File: src/rtl/divider_nbit_seq_pkg.sv
// Shared divider definitions: FSM state encoding, also used by the FP divider.
package divider_nbit_seq_pkg;

  localparam logic [1:0] ST_IDLE  = 2'd0;
  localparam logic [1:0] ST_CHECK = 2'd1;
  localparam logic [1:0] ST_RUN   = 2'd2;
  localparam logic [1:0] ST_DONE  = 2'd3;

endpackage

File: src/rtl/adder_nbit_cin.sv
// N-bit adder with carry-in; IMPL_TYPE 0 is the native adder, anything else a ripple chain.
module adder_nbit_cin #(
  parameter int WIDTH     = 8,
  parameter int IMPL_TYPE = 0
) (
  input  logic [WIDTH-1:0] a,
  input  logic [WIDTH-1:0] b,
  input  logic             cin,
  output logic [WIDTH-1:0] sum
);

  if (IMPL_TYPE == 0) begin : g_behav
    assign sum = a + b + {{(WIDTH-1){1'b0}}, cin};
  end else begin : g_ripple
    always_comb begin : ripple
      logic c;
      c   = cin;
      sum = '0;
      for (int i = 0; i < WIDTH; i++) begin
        sum[i] = a[i] ^ b[i] ^ c;
        c      = (a[i] & b[i]) | (c & (a[i] ^ b[i]));
      end
    end
  end

endmodule

File: src/rtl/divider_nbit_seq.sv
// Restoring unsigned divider, 2W/W -> W quotient + W remainder, one quotient bit per cycle.
// Result after W+2 cycles (2 on divide-by-zero/overflow); busy blocks in_ready, result holds until out_ready.
module divider_nbit_seq
  import divider_nbit_seq_pkg::*;
#(
  parameter int WIDTH     = 32,
  parameter int IMPL_TYPE = 0
) (
  input  logic               clk,
  input  logic               rst,
  input  logic               in_valid,
  output logic               in_ready,
  input  logic [2*WIDTH-1:0] N,
  input  logic [WIDTH-1:0]   D,
  output logic               out_valid,
  input  logic               out_ready,
  output logic [WIDTH-1:0]   Q,
  output logic [WIDTH-1:0]   R,
  output logic               div_by_zero,
  output logic               overflow
);

  localparam int CW = $clog2(WIDTH + 1);
  localparam int AW = WIDTH + 2;

  logic [1:0]       state_q, state_d;
  logic [WIDTH-1:0] rem_q, rem_d;
  logic [WIDTH-1:0] qsh_q, qsh_d;
  logic [WIDTH-1:0] dreg_q, dreg_d;
  logic [CW-1:0]    cnt_q, cnt_d;
  logic             dbz_q, dbz_d;
  logic             ovf_q, ovf_d;

  logic [AW-1:0]    add_a, add_b, add_sum;
  logic             nonneg;
  logic             unused_sum_bit;

  // One subtractor serves both the overflow probe (rem - d) and each RUN step ({rem,msb} - d).
  always_comb begin
    add_a = {2'b00, rem_q};
    if (state_q == ST_RUN) begin
      add_a = {1'b0, rem_q, qsh_q[WIDTH-1]};
    end
    add_b = ~{2'b00, dreg_q};
  end

  adder_nbit_cin #(
    .WIDTH     (AW),
    .IMPL_TYPE (IMPL_TYPE)
  ) u_sub (
    .a   (add_a),
    .b   (add_b),
    .cin (1'b1),
    .sum (add_sum)
  );

  assign nonneg         = ~add_sum[AW-1];
  assign unused_sum_bit = add_sum[WIDTH];

  always_comb begin
    state_d = state_q;
    rem_d   = rem_q;
    qsh_d   = qsh_q;
    dreg_d  = dreg_q;
    cnt_d   = cnt_q;
    dbz_d   = dbz_q;
    ovf_d   = ovf_q;
    case (state_q)
      ST_IDLE: begin
        if (in_valid) begin
          rem_d   = N[2*WIDTH-1:WIDTH];
          qsh_d   = N[WIDTH-1:0];
          dreg_d  = D;
          state_d = ST_CHECK;
        end
      end
      ST_CHECK: begin
        // Error results reuse the datapath regs: qsh becomes all ones, rem the captured low dividend.
        if (dreg_q == '0) begin
          dbz_d   = 1'b1;
          rem_d   = qsh_q;
          qsh_d   = '1;
          state_d = ST_DONE;
        end else if (nonneg) begin
          ovf_d   = 1'b1;
          rem_d   = qsh_q;
          qsh_d   = '1;
          state_d = ST_DONE;
        end else begin
          cnt_d   = CW'(WIDTH);
          state_d = ST_RUN;
        end
      end
      ST_RUN: begin
        rem_d = nonneg ? add_sum[WIDTH-1:0] : add_a[WIDTH-1:0];
        qsh_d = {qsh_q[WIDTH-2:0], nonneg};
        cnt_d = cnt_q - CW'(1);
        if (cnt_q == CW'(1)) begin
          state_d = ST_DONE;
        end
      end
      ST_DONE: begin
        if (out_ready) begin
          dbz_d   = 1'b0;
          ovf_d   = 1'b0;
          state_d = ST_IDLE;
        end
      end
      default: state_d = ST_IDLE;
    endcase
  end

  always_ff @(posedge clk or posedge rst) begin
    if (rst) begin
      state_q <= ST_IDLE;
      rem_q   <= '0;
      qsh_q   <= '0;
      dreg_q  <= '0;
      cnt_q   <= '0;
      dbz_q   <= 1'b0;
      ovf_q   <= 1'b0;
    end else begin
      state_q <= state_d;
      rem_q   <= rem_d;
      qsh_q   <= qsh_d;
      dreg_q  <= dreg_d;
      cnt_q   <= cnt_d;
      dbz_q   <= dbz_d;
      ovf_q   <= ovf_d;
    end
  end

  assign in_ready    = (state_q == ST_IDLE);
  assign out_valid   = (state_q == ST_DONE);
  assign Q           = out_valid ? qsh_q : '0;
  assign R           = out_valid ? rem_q : '0;
  assign div_by_zero = dbz_q;
  assign overflow    = ovf_q;

endmodule
File: config.mk
export PLATFORM = sky130hd
export DESIGN_NAME = divider_nbit_seq
export DESIGN_NICKNAME = d
export VERILOG_FILES = /design/src/rtl/divider_nbit_seq_pkg.sv /design/src/rtl/adder_nbit_cin.sv /design/src/rtl/divider_nbit_seq.sv
export SDC_FILE = /design/constraint.sdc
export NUM_CORES = 1
export LEC_CHECK = 0
export CAP_MARGIN = 20
export CORE_UTILIZATION = 54
export CTS_BUF_LIST = sky130_fd_sc_hd__clkbuf_4 sky130_fd_sc_hd__clkbuf_8
export CTS_CLUSTER_SIZE = 25
export DETAILED_ROUTE_END_ITERATION = 16
export GPL_ROUTABILITY_DRIVEN = 0
export PLACE_DENSITY = 0.91
export SLEW_MARGIN = 0
export SYNTH_ARGS = -nofsm -noshare
export SYNTH_HDL_FRONTEND = slang
export SYNTH_SLANG_ARGS = --single-unit
File: constraint.sdc
create_clock -name clk -period 4.7 [get_ports clk]
set_input_delay 1.41 -clock clk [delete_from_list [all_inputs] [get_ports clk]]
set_output_delay 1.41 -clock clk [all_outputs]
set_load 0.02 [all_outputs]
==> results.toml, run 1 <==
[sta]
slew-limit-headroom_pct = 51.6
drv_slew = 0
fin_crit_sh_pct = 93.9
tightest_slew_ns = 0.719
clock_skew_ns = 0.0125
fmax_ghz = 0.226
hold_ws_ns = 0.549
min_period_ns = 4.42
finalSetupViolCount = 0
rsz0062_at_grt = "no"
timing.final.hold_violations = 0
tns_ns = 0

[detailed_routing]
postRouteAntennaNets = 0
drc = 0
via_per_inst = 6.15
avgRoutedWirePerCell_um = 18.1
dr.pass1.iters = 5
via_count = 8395
drt_iter0_drc = 937
totalWireLength_mm = 24.7

[clocking]
clockBufferDepth = 2
numCtsBuffers = 9
clk_latency_ns = 0.40
clock_sinks = 106
cts_max_level = 3
hold_buffers = 0
cts.reportedPaths.clkPinSlew_ns = 0.11
cts_tree = "yes"
cts_root_buf = "clkbuf_8"

[finish]
fillers = 1123
num_antenna_cells = 0
fin_cells = 1365
layout_commonest_cell = "nand2_1"
nNetsFinal = 1315
final_cell_mix = "nand2_1 (177), clkdlybuf4s50_1 (167), o21ai_0 (131), dfrtp_1 (106), a21oi_1 (89)"
area_delta_synth_final_pct = 24.7
multiInputGateArea_um2 = 5190
ff_latch_area_um2 = 2650
drive_above_1_share_pct = 10.6

[floorplanning]
die-height_um = 126
num_rows = 44
die-area_um2 = 15900
initial_core_util_pct = 56.2
io_pins = 168
core-area_um2 = 14800
die_w_um = 126

[critical_path]
r2r-start = "state_q[0]"
regToRegSetupSlack_ns = 0.28
critPathRequiredTime_ns = 5.01
arrival_ns = 4.73
crit_path_end_kind = "register"
critPathMaxFanout = 18
r2r_cells = 15
path_class = "reg -> reg"
startpoint_type = "register"
r2r-end = "rem_q[20]"

[yosys]
netlist_instances = 1044
synth.distinct_cells = 64
netlist_top_cells_area = "dfrtp_1 (32%), mux2_2 (10%), nand2_1 (8.0%)"
synthFlopType = "dfrtp_1"
yosysWarnings = 0
yosys.area.top_type = "dfrtp_1"
async_reset_ff_share_pct = 100
syn_avg_cell_area_um2 = 7.94
synth_nets = 1183
synth_top_area_share_pct = 32.0
ys_seq_elements = 106
ys_seq_area_share_pct = 32.0
synth_edf_count = 0
netlist_area_um2 = 8290

[worst_hold_path]
hp-start = "dreg_q[19]"
min_to = "dreg_q[19]"
hold_path_class = "reg -> reg"
holdPathStages = 1

[grt]
grt_usage_pct = 31.5
grt_pass1_wl_mm = 40.0
grt_pass1_vias = 8018
grt_start_max_net_pins = 130
antenna_found_initial = 0
overflow = 0

[placement]
port_buffers = 167
placedCellCount = 1347
hpwl_mm = 18.0

[run_status]
status = "complete, no violations"

[flow_run]
cap_violations = 0
## critical path, stage by stage, from the launching register on
cell      delay (ns)
dfrtp_1         0.46
inv_1           0.19
ha_4            0.35
buf_4           0.28
mux2_2          0.35
ha_1            0.37
nand4_1         0.23
nor4_1          0.40
a21oi_1         0.12
o211ai_1        0.16
nand2_1         0.24
nand2_1         0.13
buf_4           0.22
and2_0          0.36
a21oi_1         0.17
o31ai_1         0.25
## synthesized netlist by cell type, types with 4 or more instances
master and number:
nand2b_1 6, dfrtp_1 106, o31ai_1 12, nor3_1 12
xor2_1 9, nand4_1 4, o21a_1 7, xnor2_1 14
ha_1 38, a21o_1 6, o21ai_0 132, o211ai_1 14
or3_1 8, o21ai_1 13, mux2_2 75, nand2_1 177
o21bai_1 4, buf_1 9, o22ai_1 7, inv_1 55
a21oi_1 89, nor4_1 9, a31oi_1 7, and2_1 67
nor2b_1 5, nor2_1 42, buf_2 7, clkbuf_1 43
nand3_1 9
## routing by layer
metal	GRT usage (%)	wire length [um]	vias to the layer above	part of all wire (%)
met1	39.3	9700	3878	39
met3	5.78	2070	112	8.4
met5	0	0	-	0
met2	51.3	11500	473	47
li1	-	-	3932	-
met4	18.0	1380	0	5.6
## logic make-up after synthesis
group                      share of synthesized area, %
AOI/OAI and AO/OA                                  23.5
DFF                                                32.0
xor gates and xnor gates                           2.43
adders and majority gates                          5.97
and+or+nand+nor                                    19.7
buffers and inverters                              5.82
muxes                                              10.5
## what timing repair did
item | CTS | global route
hold endpoints to repair | 0 | 0
setup endpoints to repair | 0 | 5
buffers inserted | 0 | 1
gates resized for setup | 0 | 1
## per-stage QoR
step,setup WS [ns],area (um2),utilization (%)
global placement,0.514,10100,68.4
CTS,0.301,10300,69.8
global route,0.0702,10300,70.1
floorplan,0.501,8290,-
detailed placement,0.373,10100,68.4
finish,0.285,10300,70.1
## how the worst max path moves through the flow
| stage | start | end | slack [ns] | cells after the start |
|---|---|---|---|---|
| 6_report | state_q[0] | rem_q[20] | 0.28 | 15 |
| 5_1_grt | state_q[0] | rem_q[20] | 0.07 | 15 |
| 4_1_cts | state_q[0] | rem_q[26] | 0.30 | 14 |
| 3_5_place_dp | state_q[0] | state_q[0] | 0.37 | 14 |
| 3_3_place_gp | state_q[0] | rem_q[30] | 0.51 | 14 |
| 2_1_floorplan | rst | cnt_q[0] | 0.50 | 1 |
## cell type report
type | instances | share of cell area (%)
repair buffers | 185 | 17.8
multi-input cells | 819 | 50.2
well taps | 184 | 2.23
inverters | 55 | 2.02
clock inverters | 6 | 0.847
flip-flops and latches | 106 | 25.6
clock buffers | 10 | 1.27
## flip-flops by register name, summed over array words and instances, names as in the netlist
register,cells
div_by_zero,1
cnt_q,6
rem_q,32
dreg_q,32
state_q,2
overflow,1
qsh_q,32
Power of run 1 is not shown: default switching activity piles up to over one toggle a cycle in this logic, so the estimate is an artifact.
==> run 2, diff against run 1 <==
--- a/config.mk
+++ b/config.mk
@@ -6,12 +6,14 @@
 export NUM_CORES = 1
 export LEC_CHECK = 0
 export CAP_MARGIN = 20
+export CORE_MARGIN = 8
 export CORE_UTILIZATION = 54
 export CTS_BUF_LIST = sky130_fd_sc_hd__clkbuf_4 sky130_fd_sc_hd__clkbuf_8
 export CTS_CLUSTER_SIZE = 25
 export DETAILED_ROUTE_END_ITERATION = 16
 export GPL_ROUTABILITY_DRIVEN = 0
 export PLACE_DENSITY = 0.91
+export RECOVER_POWER = 100
 export SLEW_MARGIN = 0
 export SYNTH_ARGS = -nofsm -noshare
 export SYNTH_HDL_FRONTEND = slang
==> constraint.sdc (replaced) <==
create_clock -name clk -period 4.6 [get_ports clk]
set_input_delay 1.38 -clock clk [delete_from_list [all_inputs] [get_ports clk]]
set_output_delay 1.38 -clock clk [all_outputs]
set_load 0.02 [all_outputs]
==> run 2 against run 1 <==
  * The run now ends with max-capacitance violations, max-slew violations left
  * Highest routed layer unchanged
  * Routed wire length is 4.0% higher
  * Setup slack worse by 0.089 ns
  * Design area is 0.18% higher
  * Cell count is 0.29% higher
  * Via count is 0.23% higher
  * Critical path type is now reg -> out
  * Die area is 23% higher
  * Worst hold slack worse by 0.012 ns
  * Sequential share of layout area hardly changed
  * Critical endpoint is now Q[10]
==> results.toml, run 2 (same netlist as run 1, synthesis figures left out) <==
[critical_path]
critPathRequiredTime_ns = 3.22
slowest_stage = "ha_1"
cpPeakStageDelay_ns = 0.81
cp_cell_sequence = "ha_1 > clkbuf_2 > and2_1 > dlygate4sd3_1"
cp_top_family = "buffers and inverters"
critPathMaxFanout = 29
crit_buf_inv = 2
arrival_ns = 3.02
crit_path_end_kind = "output port"
startpoint_type = "register"
path_class = "reg -> out"
regToRegSetupSlack_ns = 0.21

[clocking]
clock_sinks = 106
clk_latency_ns = 0.40
cts.reportedPaths.clkPinSlew_ns = 0.11
cts_max_level = 3
clockBufferDepth = 2
numCtsBuffers = 9
hold_buffers = 0
cts_tree = "yes"
cts_root_buf = "clkbuf_8"

[finish]
fin_util_pct = 68.7
nNetsFinal = 1315
area_delta_synth_final_pct = 24.9
ff_latch_area_um2 = 2650
layout_commonest_cell = "nand2_1"
fillers = 1212
multiInputGateArea_um2 = 5180
num_antenna_cells = 0
reg_top3 = "dreg_q x32, qsh_q x32, rem_q x32"
final_cell_mix = "nand2_1 (177), o21ai_0 (141), clkdlybuf4s50_1 (110), dfrtp_1 (106), a21oi_1 (89)"
drive_above_1_share_pct = 9.91

[detailed_routing]
postRouteAntennaNets = 0
drt_iter0_drc = 1001
via_count = 8414
dr.pass1.iters = 6
drc = 0
via_per_inst = 6.15
totalWireLength_mm = 25.7
avgRoutedWirePerCell_um = 18.8

[run_status]
status = "complete, but fails checks"
failed_checks = "max-capacitance violations, max-slew violations"

[floorplanning]
io_pins = 168
die-area_um2 = 19600
initial_core_util_pct = 55.0
core-area_um2 = 15100
die-height_um = 140
num_rows = 45
die_w_um = 140

[worst_hold_path]
hold_path_class = "reg -> reg"

[grt]
grt_pass1_wl_mm = 41.0
grt_pass1_vias = 8151
grt_start_max_net_pins = 130
antenna_found_initial = 0
overflow = 0
grt_usage_pct = 25.6

[sta]
clock_skew_ns = 0.0141
timing.final.hold_violations = 0
min_period_ns = 4.40
slew-limit-headroom_pct = -71.3
fin_crit_sh_pct = 95.8
finalSetupViolCount = 0
tightest_slew_ns = 2.57
hold_ws_ns = 0.537
drv_slew = 137
fmax_ghz = 0.227

[placement]
port_buffers = 167
hpwl_mm = 19.0

[flow_run]
cap_violations = 3
run 2: changes by cell type in the layout (fill, tap and decap cells not counted), moves of 9 or more:
cell	before	now
o21ai_0	131	141
dlygate4sd3_1	0	57
and2_0	1	10
o21ai_1	14	4
clkdlybuf4s50_1	167	110
buf_4	15	6
and2_1	67	58
run 2: stage by stage:
step | setup WS [ns] | TNS (ns) | std cells | cell area [um2]
6_report | 0.195 | 0 | 1369 | 10400
5_1_grt | -0.0139 | -0.0139 | 1369 | 10400
4_1_cts | 0.232 | 0 | 1367 | 10300
3_5_place_dp | 0.263 | 0 | 1351 | 10100
3_3_place_gp | 0.352 | 0 | 1351 | 10100
2_1_floorplan | 0.431 | 0 | 1044 | 8290
run 2: per-layer routing:
| layer | share of wire [%] | global-route usage (%) | wire length (um) | vias to the layer above |
|---|---|---|---|---|
| met3 | 8.5 | 4.83 | 2170 | 110 |
| met1 | 40 | 32.6 | 10300 | 3890 |
| li1 | - | - | - | 3931 |
| met5 | 0 | 0 | 0 | - |
| met2 | 46 | 40.1 | 11700 | 483 |
| met4 | 5.5 | 15.0 | 1420 | 0 |
run 2: cell type report:
type | instances | share of cell area [%]
multi-input combinational | 819 | 50.0
sequential | 106 | 25.6
timing repair buffer | 185 | 17.9
tap | 188 | 2.27
inverter | 55 | 1.99
clock buffer | 11 | 1.46
clock inverter | 5 | 0.797
run 2: path summary, 6_finish.rpt:
kind | start | endpoint | cells after the start
worst max register to register | state_q[0] | state_q[0] | 13
worst min-delay path | overflow | overflow | 1
worst max-delay path | state_q[1] | Q[10] | 4
min in group asynchronous | rst | dreg_q[26] | 2
max in group asynchronous | rst | rem_q[2] | 2
worst min register to register | overflow | overflow | 1
run 2: what timing repair did:
action,4_1_cts,5_1_grt
buffers inserted,0,1
setup endpoints to repair,0,27
resized for setup,0,1
Power of run 2 is left out for the same reason.
==> run 3, diff against run 2 <==
--- a/config.mk
+++ b/config.mk
@@ -14,6 +14,7 @@
 export GPL_ROUTABILITY_DRIVEN = 0
 export PLACE_DENSITY = 0.91
 export RECOVER_POWER = 100
+export SETUP_SLACK_MARGIN = 0.15
 export SLEW_MARGIN = 0
 export SYNTH_ARGS = -nofsm -noshare
 export SYNTH_HDL_FRONTEND = slang
==> constraint.sdc (replaced) <==
create_clock -name clk -period 5 [get_ports clk]
set_input_delay 1.5 -clock clk [delete_from_list [all_inputs] [get_ports clk]]
set_output_delay 1.5 -clock clk [all_outputs]
set_load 0.02 [all_outputs]
==> run 3 against run 2 <==
  * The run still ends with max-capacitance violations, max-slew violations left
  * Sequential share of layout area grew 0.28 points
  * Non-clock buffer count shrank 1
  * Via count grew 0.40%
  * Critical path type is now reg -> reg
  * Global-route usage grew 0.44 points
  * Critical endpoint is now rem_q[22]
  * Design area shrank 1.1%
  * Cell count is essentially flat
  * Setup slack gained 0.24 ns
  * Register-to-register slack gained 0.23 ns
  * Flip-flop and latch count is the same
==> results.toml, run 3 (same netlist as run 1, synthesis figures left out) <==
[finish]
final_cell_mix = "nand2_1 (177), o21ai_0 (142), dfrtp_1 (106), clkdlybuf4s50_1 (99), a21oi_1 (89)"
nNetsFinal = 1314
layout_commonest_cell = "nand2_1"
drive_above_1_share_pct = 9.92
num_antenna_cells = 0
reg_top3 = "dreg_q x32, qsh_q x32, rem_q x32"
area_delta_synth_final_pct = 23.6
fin_cells = 1368

[critical_path]
crit_path_end_kind = "register"
critPathRequiredTime_ns = 5.24
slowest_stage = "ha_4"
critPathMaxFanout = 35
cp_cell_sequence = "inv_1 > ha_4 > buf_4 > mux2i_1 > ha_1 > nor2b_1 > o31a_1 > o311ai_4 > o211ai_2 > a31oi_2 > nand3_1 > o21a_1 > buf_4 > o21ai_0 > a41oi_1"
regToRegSetupSlack_ns = 0.44
cpMostUsedCell = "buf_4"
cpPeakStageDelay_ns = 0.45
arrival_ns = 4.80
path_class = "reg -> reg"
startpoint_type = "register"

[clocking]
cts_max_level = 3
numCtsBuffers = 9
cts.reportedPaths.clkPinSlew_ns = 0.11
cts_root_buf = "clkbuf_8"
cts_tree = "yes"
cts_setup_buffers = 0
clockBufferDepth = 2
clk_latency_ns = 0.40
hold_buffers = 0
cts_resized = 0
clock_sinks = 106

[sta]
fin_crit_sh_pct = 91.3
rsz0062_at_grt = "no"
tightest_slew_ns = 1.81
clock_skew_ns = 0.0131
drv_slew = 103
finalSetupViolCount = 0
hold_ws_ns = 0.535
tns_ns = 0
slew-limit-headroom_pct = -20.5
fmax_ghz = 0.219
min_period_ns = 4.56
timing.final.hold_violations = 0

[floorplanning]
die_w_um = 140
num_rows = 45
die-height_um = 140
die-area_um2 = 19600
core-area_um2 = 15100
initial_core_util_pct = 55.0
io_pins = 168

[grt]
grt_pass1_vias = 8193
overflow = 0
grt_start_max_net_pins = 130
grt_pass1_wl_mm = 41.7
grt_usage_pct = 26.1
antenna_found_initial = 0

[worst_hold_path]
hold_path_class = "reg -> reg"

[placement]
placedCellCount = 1350
hpwl_mm = 19.1
port_buffers = 167

[detailed_routing]
via_count = 8448
avgRoutedWirePerCell_um = 18.7
drc = 0
dr.pass1.iters = 7
via_per_inst = 6.18
postRouteAntennaNets = 0
drt_iter0_drc = 1004
totalWireLength_mm = 25.6

[flow_run]
cap_violations = 2

[run_status]
failed_checks = "max-capacitance violations, max-slew violations"
status = "complete, but fails checks"
## run 3: changes by cell type in the layout (fill, tap and decap cells not counted), moves of 2 or more
| cell | change |
|---|---|
| and2_0 | -8 |
| dlygate4sd3_1 | +11 |
| clkdlybuf4s50_1 | -11 |
| clkbuf_1 | +2 |
| clkbuf_4 | -2 |
| mux2_1 | -2 |
| buf_4 | +3 |
| bufinv_16 | -2 |
| mux2_2 | +2 |
| and2_1 | +8 |
| buf_12 | -2 |
## run 3: final timing paths
check / startpoint / end / cells past startpoint
setup / recovery: state_q[0] / rem_q[22] / 15
min in group asynchronous: rst / dreg_q[30] / 2
hold reg to reg: overflow / overflow / 1
hold / removal: overflow / overflow / 1
max in group asynchronous: rst / dreg_q[5] / 4
setup reg to reg: state_q[0] / rem_q[22] / 15
## run 3: through the flow
step | cell area [um2] | util, % | worst slack, ns
2_1_floorplan | 8290 | - | 0.711
3_3_place_gp | 10100 | 66.8 | 0.756
3_5_place_dp | 10100 | 66.8 | 0.492
4_1_cts | 10300 | 68.1 | 0.461
5_1_grt | 10200 | 67.9 | 0.0987
6_report | 10200 | 67.9 | 0.436
## run 3: routing by layer
layer	part of all wire, %	GRT usage, %	vias up
met5	0	0	-
met4	5.5	15.7	0
met3	8.1	5.27	105
met2	45	41.2	481
met1	41	32.5	3934
li1	-	-	3928
## run 3: layout make-up
cell class | instances | area [um2]
Multi-Input combinational cell | 819 | 5170
Tap cell | 188 | 235
Clock buffer | 11 | 151
Sequential cell | 106 | 2650
Inverter | 55 | 208
Clock inverter | 5 | 35.0
Fill cell | 1144 | 4840
Timing Repair Buffer | 184 | 1800
## run 3: critical path, delay by kind of cell, from the launching register on
family / cells / cell delay [ns]
AO/OA/AOI/OAI: 7 / 1.82
buffers and inverters: 3 / 0.88
AND/OR/NAND/NOR: 2 / 0.34
adder cells (fa/ha/maj): 2 / 0.66
multiplexers: 1 / 0.24
flip-flops: 1 / 0.44
Power of run 3 is left out for the same reason.
